===== src/rtl/spell_mem_pkg.sv =====
// Shared constants and helpers for the spell memory block: memory-type
// encodings, default geometry/latency and the address range check.
package spell_mem_pkg;

  localparam logic MEM_TYPE_CODE = 1'b0;
  localparam logic MEM_TYPE_DATA = 1'b1;

  localparam int DEFAULT_CODE_DEPTH = 32;
  localparam int DEFAULT_DATA_DEPTH = 8;
  localparam int DEFAULT_LATENCY    = 4;

  // Latency counter holds LATENCY-1, and LATENCY never exceeds 16.
  localparam int CNT_W = 4;

  // Unsigned 9-bit compare so a depth of 256 admits every 8-bit address.
  function automatic logic addr_in_range(input logic [7:0] addr, input logic [8:0] depth);
    return ({1'b0, addr} < depth);
  endfunction

  // Index width for a bank; a one-entry bank still gets a 1-bit index.
  function automatic int bank_idx_w(input int depth);
    return (depth > 1) ? $clog2(depth) : 1;
  endfunction

endpackage


===== src/rtl/spell_mem_bank.sv =====
// One 8-bit memory array with synchronous whole-array clear, write port and
// registered read data. The array is rounded up to a power of two so the
// index is exactly IDX_W bits; the caller never addresses past DEPTH.
module spell_mem_bank
  import spell_mem_pkg::*;
#(
  parameter  int DEPTH = DEFAULT_DATA_DEPTH,
  localparam int IDX_W = bank_idx_w(DEPTH)
) (
  input  logic             clock,
  input  logic             clear,
  input  logic             wr_en,
  input  logic             rd_en,
  input  logic [IDX_W-1:0] addr,
  input  logic [7:0]       wr_data,
  output logic [7:0]       rd_data
);

  localparam int SLOTS = 1 << IDX_W;

  logic [7:0] mem_r [SLOTS];
  logic [7:0] rd_data_r;

  // Clear wipes every entry and the read register; otherwise write and/or read.
  always_ff @(posedge clock) begin
    if (clear) begin
      for (int i = 0; i < SLOTS; i++) begin
        mem_r[i] <= 8'h00;
      end
      rd_data_r <= 8'h00;
    end else begin
      if (wr_en) begin
        mem_r[addr] <= wr_data;
      end
      if (rd_en) begin
        rd_data_r <= mem_r[addr];
      end
    end
  end

  assign rd_data = rd_data_r;

endmodule


===== src/rtl/spell_mem_param.sv =====
// Latency-modelled code/data memory. A request held on select completes after
// LATENCY edges with exactly one read or write; out-of-range (or protected)
// accesses complete with access_err. Optional macro SPELL_MEM_CODE_WP_EN adds
// a code_wp input that refuses code-memory writes while it is high.
module spell_mem_param
  import spell_mem_pkg::*;
#(
  parameter int CODE_DEPTH = DEFAULT_CODE_DEPTH,
  parameter int DATA_DEPTH = DEFAULT_DATA_DEPTH,
  parameter int LATENCY    = DEFAULT_LATENCY
) (
  input  logic       clock,
  input  logic       reset,
  input  logic       select,
  input  logic [7:0] addr,
  input  logic [7:0] data_in,
  input  logic       memory_type_data,
  input  logic       write,
`ifdef SPELL_MEM_CODE_WP_EN
  input  logic       code_wp,
`endif
  output logic [7:0] data_out,
  output logic       data_ready,
  output logic       access_err
);

  localparam logic [8:0]       CODE_LIM   = 9'(CODE_DEPTH);
  localparam logic [8:0]       DATA_LIM   = 9'(DATA_DEPTH);
  localparam logic [CNT_W-1:0] CNT_LOAD   = CNT_W'(LATENCY - 1);
  localparam logic [CNT_W-1:0] CNT_ZERO   = CNT_W'(0);
  localparam logic [CNT_W-1:0] CNT_ONE    = CNT_W'(1);
  localparam int               CODE_IDX_W = bank_idx_w(CODE_DEPTH);
  localparam int               DATA_IDX_W = bank_idx_w(DATA_DEPTH);

  logic [CNT_W-1:0] cnt_r;
  logic             ready_r;
  logic             err_r;
  logic             rd_hit_r;   // completed access was an in-range read
  logic             rd_sel_r;   // which bank that read came from

  logic       access_s;
  logic       in_range_s;
  logic       wp_block_s;
  logic       refused_s;
  logic       code_we_s;
  logic       data_we_s;
  logic       code_re_s;
  logic       data_re_s;
  logic [7:0] code_rd_s;
  logic [7:0] data_rd_s;

  // Code-write protection; tied off when the feature is not built.
  always_comb begin
    wp_block_s = 1'b0;
`ifdef SPELL_MEM_CODE_WP_EN
    if (code_wp && write && (memory_type_data == MEM_TYPE_CODE)) begin
      wp_block_s = 1'b1;
    end else begin
      wp_block_s = 1'b0;
    end
`endif
  end

  // Access-edge detection and per-bank strobes; only the access edge uses the request fields.
  always_comb begin
    access_s   = select && !ready_r && (cnt_r == CNT_ZERO);
    in_range_s = addr_in_range(addr, memory_type_data ? DATA_LIM : CODE_LIM);
    refused_s  = !in_range_s || wp_block_s;
    code_we_s  = access_s && write  && (memory_type_data == MEM_TYPE_CODE) && !refused_s;
    data_we_s  = access_s && write  && (memory_type_data == MEM_TYPE_DATA) && !refused_s;
    code_re_s  = access_s && !write && (memory_type_data == MEM_TYPE_CODE) && in_range_s;
    data_re_s  = access_s && !write && (memory_type_data == MEM_TYPE_DATA) && in_range_s;
  end

  // Request sequencing: idle reload, countdown, one access, then hold until select drops.
  always_ff @(posedge clock) begin
    if (reset || !select) begin
      cnt_r    <= CNT_LOAD;
      ready_r  <= 1'b0;
      err_r    <= 1'b0;
      rd_hit_r <= 1'b0;
      rd_sel_r <= MEM_TYPE_CODE;
    end else if (!ready_r) begin
      if (access_s) begin
        ready_r  <= 1'b1;
        err_r    <= refused_s;
        rd_hit_r <= !write && in_range_s;
        rd_sel_r <= memory_type_data;
      end else begin
        cnt_r <= cnt_r - CNT_ONE;
      end
    end else begin
      cnt_r <= cnt_r;
    end
  end

  spell_mem_bank #(.DEPTH(CODE_DEPTH)) u_code_bank (
    .clock   (clock),
    .clear   (reset),
    .wr_en   (code_we_s),
    .rd_en   (code_re_s),
    .addr    (addr[CODE_IDX_W-1:0]),
    .wr_data (data_in),
    .rd_data (code_rd_s)
  );

  spell_mem_bank #(.DEPTH(DATA_DEPTH)) u_data_bank (
    .clock   (clock),
    .clear   (reset),
    .wr_en   (data_we_s),
    .rd_en   (data_re_s),
    .addr    (addr[DATA_IDX_W-1:0]),
    .wr_data (data_in),
    .rd_data (data_rd_s)
  );

  // Read data is only presented after an in-range read completes; zero otherwise.
  always_comb begin
    if (!rd_hit_r) begin
      data_out = 8'h00;
    end else if (rd_sel_r == MEM_TYPE_DATA) begin
      data_out = data_rd_s;
    end else begin
      data_out = code_rd_s;
    end
  end

  assign data_ready = ready_r;
  assign access_err = err_r;

endmodule


===== config.mk =====
export PLATFORM = sky130hd
export DESIGN_NAME = spell_mem_param
export DESIGN_NICKNAME = d
export VERILOG_FILES = /design/src/rtl/spell_mem_pkg.sv /design/src/rtl/spell_mem_bank.sv /design/src/rtl/spell_mem_param.sv
export SDC_FILE = /design/constraint.sdc
export NUM_CORES = 1
export LEC_CHECK = 0
export ABC_AREA = 1
export CAP_MARGIN = 10
export CORE_ASPECT_RATIO = 0.6
export CORE_MARGIN = 8
export CORE_UTILIZATION = 55
export CTS_BUF_LIST = sky130_fd_sc_hd__clkbuf_2 sky130_fd_sc_hd__clkbuf_4 sky130_fd_sc_hd__clkbuf_8
export CTS_CLUSTER_SIZE = 25
export DETAILED_ROUTE_END_ITERATION = 8
export PLACE_DENSITY = 0.81
export RECOVER_POWER = 50
export SLEW_MARGIN = 20
export SYNTH_ARGS = -nofsm -noshare
export SYNTH_HDL_FRONTEND = slang
export SYNTH_SLANG_ARGS = --single-unit

===== constraint.sdc =====
create_clock -name clock -period 2.9 [get_ports clock]
set_clock_uncertainty 0.15 [all_clocks]
set_input_delay 0.58 -clock clock [delete_from_list [all_inputs] [get_ports clock]]
set_output_delay 0.58 -clock clock [all_outputs]
set_load 0.02 [all_outputs]

## Word-level counts from Yosys, hierarchy flattened

Memory sizes are Yosys's and may differ from the RTL's. A register that Yosys moved wholly into a read port is not among the register bits.
Cells that the tools add are included.
W data, S select, Z words.

| word-level totals | value |
|---|---|
| bits in registers | 8 |
| latch bits | 0 |
| memory bits (writable) | 320 |
| ROM bits | 0 |
| bits of input ports | 21 |
| output and inout bits | 10 |
| word-level logic and storage cells | 54 |
| memories kept | 2 |

| cells by class | value |
|---|---|
| $add $sub $neg | 1 |
| $mul | 0 |
| div/mod/pow operators | 0 |
| order comparisons | 1 |
| equality and inequality tests | 0 |
| shift operators | 0 |
| muxes and demuxes | 19 |
| bitwise logic cells | 3 |
| reduce and logical (&&, ||, !) cells | 23 |

Memories:

| name | words | bits a word | rd ports | clocked after memory_dff | write ports | line | source |
|---|---|---|---|---|---|---|---|
| u_code_bank.mem_r | 32 | 8 | 1 | 1 | 32 | spell_mem_bank.sv:21 | `logic [7:0] mem_r [SLOTS];` |
| u_data_bank.mem_r | 8 | 8 | 1 | 1 | 8 | spell_mem_bank.sv:21 |  |

Operator list:

| cell | count |
|---|---|
| $mux W8 | 4 |
| $reduce_or A8 Y1 | 2 |
| $logic_and A1 B1 Y1 | 13 |
| $mux W1 | 12 |
| $lt A8 B6 Y1 | 1 |
| $mux W6 | 1 |
| $mux W5 | 1 |
| $logic_not A1 Y1 | 4 |
| $logic_not A4 Y1 | 1 |
| $reduce_and A2 Y1 | 2 |
| $sub A4 B1 Y4 const B | 1 |
| $mux W3 | 1 |
| $not A1 Y1 | 3 |
| $logic_or A1 B1 Y1 | 1 |

## Longest topological paths before layout

| depth | value |
|---|---|
| depth in word-level cells | 11 |
| depth in mapped cells | 12 |

## Hierarchy

A second synthesis with hierarchy kept.

| unflattened totals | value |
|---|---|
| cells, all modules | 1,847 |
| area, all modules | 16,151.7 um2 |

By module, submodules not included:

| module | times used | cells each | area an instance (um2) | sequential area each (um2) |
|---|---|---|---|---|
| spell_mem_bank (u_code_bank) | 1 | 1,395 | 12,275.5 | 7,847.5 |
| spell_mem_bank (u_data_bank) | 1 | 367 | 3,308.2 | 2,082.0 |
| spell_mem_param | 1 | 85 | 568.0 | 160.2 |

## Worst setup path before layout

Ideal clock, no wire load.

| path | value |
|---|---|
| path kind | in2reg |
| start point | input addr[5] |
| end point | memory u_data_bank.mem_r[0][0], enable pin |
| setup time | 329 ps |
| data arrival time | 1,960 ps |
| setup slack | 462 ps |
| stages | 8 |
| path buffers | 0 |
| path through | ha_1 -> nor3_1 -> nand2_1 -> inv_2 -> nand2_1 -> nor3_2 -> nand2_1 -> nand2_1 |

RTL lines:

| what | line | source |
|---|---|---|
| start: declaration | spell_mem_param.sv:15 | `input logic [7:0] addr,` |
| end: declaration | spell_mem_bank.sv:21 |  |

## Worst setup path after layout

| path | value |
|---|---|
| start point | register rd_sel_r |
| end point | output data_out[5] |

| between the ends | value |
|---|---|
| cells in the longest elaborated chain, start to end | 2 |

Ends and longest elaborated chain:

| what | line | source |
|---|---|---|
| start: declaration | spell_mem_param.sv:39 | `logic rd_sel_r;` |
| start signal: assignment | spell_mem_param.sv:88 | `rd_sel_r <= memory_type_data;` |
| $mux W8 | spell_mem_param.sv:121 | `end else if (rd_sel_r == MEM_TYPE_DATA) begin` |
| $mux W8 | spell_mem_param.sv:119 | `if (!rd_hit_r) begin` |
| end: declaration | spell_mem_param.sv:22 | `output logic [7:0] data_out,` |

Every way passes these cells.

==> qor.yml <==
sta:
  period_share_pct: 96.8
  max_freq_mhz: 356
  timing.final.crit_period_ps: 2810
  rsz0062_at_grt: "false"
  tightest_slew_ps: 1280
  setup_violations: 0
  slew_viol_final: 0
  maxSlewHeadroom_pct: 14.9
  timing_hold_violations_final: 0
layout:
  drive_gt1_share_pct: 9.41
  fillerInstances: 2142
  antenna_cells: 0
  final_util_pct: 65.1
  fin_area_um2: 18000
  area_growth_pct: 16.4
  final_nets: 1823
  stdcell_count: 2206
  layout_common_cells: "nand2_1 (640), nor2_1 (379), edfxtp_1 (320), nand3_1 (83)"
  final_common_cell: "nand2_1"
synthesis:
  synth_top_family_by_area: "simple AND/OR/NAND/NOR gates"
  yosysSeqAreaShare_pct: 65.4
  muxShareOfSynthArea_pct: 0
  yosys_warnings: 0
  ys_ff_latch: 344
  synthXorXnorAreaFrac_pct: 0
  synthAdderAreaFrac_pct: 0.243
  synth_cell_types: 20
  synth_fp_nets: 1702
  synth-simple-area-share_pct: 29.5
  synth_compound_area_share_pct: 1.48
  syn_area_um2: 15400
  syn-instance-count: 1678
  avgSynthCellArea_um2: 9.19
worst_setup_path:
  worstReg2RegEnd: "u_code_bank.mem_r[19][7]$_SDFFCE_PN0P_"
  r2r_slack_ps: 260
  worstRegToRegCells: 9
  crit_path_start_kind: "flop"
  cp_cell_sequence: "o21ai_0 > nor2_1 > clkdlybuf4s50_1"
  end_kind: "output port"
  slowest_delay_ps: 630
  path_max_fanout: 10
  setup.worst_path.class: "reg2out"
  crit_arrival_ps: 2080
  crit_required_ps: 2170
  cpMaxStageDelayCell: "clkdlybuf4s50_1"
  worstReg2RegStart: "cnt_r[1]$_SDFFE_PP1P_"
min_path:
  hold_end: "u_data_bank.rd_data[1]$_SDFFE_PP0P_"
  holdPathStages: 2
  worstHoldPathType: "reg2reg"
  min_from: "u_data_bank.rd_data[1]$_SDFFE_PP0P_"
route:
  via_per_inst: 5.77
  drc: 0
  ant_nets: 0
  routedWlPerCell_um: 19.9
  first_iter_violations: 1850
  via_count: 12700
  drt-pass1-iter-count: 6
  wirelength_um: 43800
placement:
  place_area_um2: 17300
  post-dp-hpwl_um: 28300
  gp_congestion: 0.908
  port_buffers: 30
  post-place-cells: 2116
power_and_ir_drop:
  comb_power_share_pct: 8.3
  leakagePower_nw: 7.47
  p_clk_share_pct: 36.6
  switchingPower_mw: 2.52
  p_seq_share_pct: 55.1
  netSwitchingFraction_pct: 24.8
  powerDensity_nw_per_um2: 566
  intPower_mw: 7.65
  ir_drop_uv: 331
cts:
  clk_latency_ps: 600
  cts_resized: 0
  post_cts_buffers: 0
  cts_tree: "yes"
  htreeDepth: 2
  ctsRootBufferMaster: "clkbuf_8"
  cts_hold_buf: 0
  clk_pin_slew_worst_paths_ps: 70
  cts_sinks: 344
  max-clock-path-buffers: 3
  cts_buffers: 48
grt:
  grt_max_degree: 52
  track_usage_pct: 25.7
  overflow: 0
  grt_pass1_vias: 12400
  grt_pass1_wl_um: 67700
  antenna_found_initial: 1
floorplanning:
  ios: 31
  initial_core_util_pct: 55.9
  die_x_um: 232
  core_area_um2: 27600
  rows: 47
  die_y_um: 146
  die_area_um2: 33800
run_status:
  status: "completed"
job:
  drv_cap: 0
[synthesized netlist by cell type]
cell / instances / area, um2
nor3_1: 1 / 5.00
a21oi_1: 24 / 120
ha_1: 3 / 37.5
inv_1: 34 / 128
nor2_2: 3 / 18.8
dfxtp_1: 24 / 480
inv_2: 4 / 15.0
nor2_1: 380 / 1430
buf_2: 4 / 20.0
nor3_2: 1 / 10.0
nand3_1: 83 / 415
o211ai_1: 1 / 7.51
buf_1: 22 / 82.6
o21ai_0: 20 / 100
nand4_2: 1 / 12.5
clkinv_1: 2 / 7.51
edfxtp_1: 320 / 9610
nand4_1: 42 / 263
nand2_1: 640 / 2400
clkbuf_1: 69 / 259
[area by class of cell]
class	instances	area (um2)	share of cell area [%]
flip-flops and latches	344	10100	56.2
inverters	40	150	0.836
clock inverters	28	150	0.836
clock buffers	62	772	4.30
multi-input cells	1199	4820	26.8
repair buffers	166	1520	8.44
well taps	367	459	2.56
[worst max-delay path, delay by kind of cell (launching register included)]
kind                   cells  cell delay, ps
buffers and inverters      1             630
DFF                        1             490
AOI/OAI and AO/OA          1             210
and+or+nand+nor            1             140
[cells by family (layout without fill, tap and decap cells)]
logic type | Yosys count | after routing
DFF | 344 | 344
adders and majority gates | 3 | 3
AOI/OAI and AO/OA | 45 | 45
and+or+nand+nor | 1151 | 1151
buffers and inverters | 135 | 296
[registers in the layout, indices dropped and copies added, names as in the netlist]
signal and flops:
u_code_bank.mem_r 256, u_data_bank.mem_r 64, u_code_bank.rd_data 8, u_data_bank.rd_data 8
cnt_r 4, access_err 1, data_ready 1, rd_hit_r 1
rd_sel_r 1
[stage by stage]
stage	hold slack (ps)	power (mW)	TNS, ps	worst slack, ps
after floorplan	285	6.12	0	462
after global placement	296	6.52	-23280	-154
after detailed placement	304	6.54	-28870	-188
after CTS	315	10.2	0	85.0
after global routing	330	10.5	0	4.61
final	316	10.2	0	92.4
[how the worst max path moves through the flow]
stage                     startpoint                                     end
2_1_floorplan                addr[5]   u_data_bank.mem_r[0][0]$_SDFFCE_PN0P_
3_3_place_gp        memory_type_data  u_code_bank.mem_r[22][3]$_SDFFCE_PN0P_
3_5_place_dp        memory_type_data  u_code_bank.mem_r[18][1]$_SDFFCE_PN0P_
4_1_cts        rd_sel_r$_SDFFE_PP0P_                             data_out[5]
5_1_grt        rd_sel_r$_SDFFE_PP0P_                             data_out[0]
6_report       rd_sel_r$_SDFFE_PP0P_                             data_out[5]
[routing by layer]
layer	vias to the layer above	track usage [%]	wire length (um)
met5	-	2.38	104
met4	2	8.50	1310
met3	131	9.31	7210
met2	952	37.3	18700
met1	5889	35.3	16500
li1	5751	-	-
[power by group through the flow]
| stage | clock [mW] | sequential, mW | combinational (mW) |
|---|---|---|---|
| 2_1_floorplan | 0 | 5.69 | 0.431 |
| 3_3_place_gp | 0 | 5.70 | 0.814 |
| 3_5_place_dp | 0 | 5.71 | 0.834 |
| 4_1_cts | 3.74 | 5.60 | 0.840 |
| 5_1_grt | 3.96 | 5.61 | 0.895 |
| 6_report | 3.72 | 5.61 | 0.845 |
Power figures use the tool's default switching activity.
==> RTL edit: new RTL, same flow settings <==
The option `SPELL_MEM_CODE_WP_EN` is turned on by a define.
--- a/src/rtl/spell_mem_param.sv
+++ b/src/rtl/spell_mem_param.sv
@@ -2,6 +2,8 @@
 // LATENCY edges with exactly one read or write; out-of-range (or protected)
 // accesses complete with access_err. Optional macro SPELL_MEM_CODE_WP_EN adds
 // a code_wp input that refuses code-memory writes while it is high.
+`define SPELL_MEM_CODE_WP_EN
+
 module spell_mem_param
   import spell_mem_pkg::*;
 #(
Ports: changed (added code_wp); port bits go from 31 to 32. The function was not compared with the original's and may differ.
==> RTL edit against the unedited design <==
Die area is 3.8% higher. Sequential power about the same. Design area fell by 0.22%. Sequential cell count stayed put. Total power increased by 1.4%. Maximum frequency is 0.69% lower. Synthesized area up 4.1%. Cell count fell by 2.2%. Sequential share of layout area rose by 0.12 points. Routed wire length increased by 3.3%. Worst setup slack worse by 0.020 ns. Highest routed layer is now met4.
==> RTL edit: results (changes against the unedited design) <==
Outcome
  • Run status: finished clean

Global route
  • Vias in the first global route: 12.1k (-2.8%)
  • Global-route wire length before repair: 68700 um (+1.4%)
  • Pin count of the biggest net entering global routing: 58 (+12%)
  • Initial antenna violation count: 0 (-1)
  • Gr usage total: 25.4% (-0.26 points)

Setup path
  • Slowest stage delay, CP: 0.52 ns (-0.11 ns)
  • Crit path DAT: 2.96 ns (+0.88 ns)
  • CP max-delay cell: clkbuf_2
  • Top delay family on crit path: simple AND/OR/NAND/NOR gates

Yosys
  • Synthesized instance count: 1655 (-1.4%)
  • Sequential fraction of the synthesis area: 62.8% (-2.6 points)
  • Largest cells by area after synthesis: edfxtp_1, nand2_1, nor2_1, nand4_4, dfxtp_1

Power and ir drop
  • Worst vdd ir: 0.347 mV (+4.6%)

Placed design
  • Dpl cells: 2075 (-1.9%)
  • Place WS: -0.106 ns (+0.0827 ns)
  • Dpl cell area: 0.0176 mm2 (+1.8%)
  • Port buffer count: 31 (+3.3%)

Layout
  • Final Non-Filler Cells: 2158 (-2.2%)
  • Fillers: 2354 (+9.9%)
  • Nets: 1775 (-2.6%)
  • Share of layout cells above drive strength 1: 9.42% (+0.015 points)

STA
  • Slew @ Worst Pin: 0.683 ns (-0.594 ns)

Drt
  • Via-per-instance ratio: 5.89 (+2.1%)
  • Initial DRC count: 1902 (+2.8%)
  • WL/cell: 21.0 um (+5.6%)
[RTL edit: cell types whose count changed in the layout (fill, tap and decap cells not counted), sizes merged]
| cell | change |
|---|---|
| nand2 | -79 |
| nand4 | +29 |
| clkbuf | -15 |
| nand3 | +15 |
| clkinv | -11 |
| mux2i | +8 |
| o21ai | +6 |
| buf | -5 |
| a21oi | -3 |
| nor2 | -3 |
| bufinv | +2 |
| dlygate4sd3 | -1 |
| dlymetal6s2s | +1 |
[RTL edit: cells by family (layout without fill, tap and decap cells)]
group | after synthesis | count (layout) | synth area share, %
AOI/OAI and AO/OA | 48 | 48 | 1.53
DFF | 344 | 344 | 62.8
and+or+nand+nor | 1113 | 1113 | 31.4
muxes | 8 | 8 | 0.499
adders and majority gates | 3 | 3 | 0.234
buffers and inverters | 139 | 267 | 3.54
[RTL edit: final cells by class]
class                      count  area (um2)  share of cell area (%)
clock buffer                  61         777                    4.34
clock inverter                22         176                   0.985
inverter                      37         139                   0.775
multi-input combinational   1172        4930                    27.5
sequential                   344       10100                    56.3
tap                          375         469                    2.62
timing repair buffer         147        1330                    7.45
[RTL edit: worst paths after layout]
check | start | end | slack (ns) | depth (start not counted)
max reg2reg | cnt_r[1] | u_code_bank.mem_r[2][0] | 0.07 | 7
max | cnt_r[1] | u_code_bank.mem_r[2][0] | 0.07 | 7
min | cnt_r[1] | cnt_r[1] | 0.34 | 2
min reg2reg | cnt_r[1] | cnt_r[1] | 0.34 | 2
[RTL edit: power by group]
group	internal (uW)	leakage, uW	total [uW]	switching, uW
Clock	2020	0.000496	3870	1850
Combinational	230	0.00341	845	615
Sequential	5550	0.00351	5600	49.3
[RTL edit: timing repair]
action,4_1_cts,5_1_grt
pin swaps,0,0
setup endpoints to repair,3,1
resized for setup,1,1
[RTL edit: layer usage]
layer,vias to the layer above,wire [um],GRT usage (%)
met5,-,0,0
met4,0,1370,8.16
met3,125,7040,8.39
met2,898,19100,37.4
met1,5983,17800,35.5
li1,5698,-,-
[RTL edit: metrics by stage]
stage          TNS (ns)  total power, uW
6_report              0            10300
5_1_grt               0            10600
4_1_cts               0            10300
3_5_place_dp     -11.18             6550
3_3_place_gp      -4.34             6520
2_1_floorplan         0             6160
[RTL edit: tightest hold or removal path: stages, from the launching register on]
cell and delay (ns):
dfxtp_1 0.33, nand2_1 0.05, o211ai_1 0.07
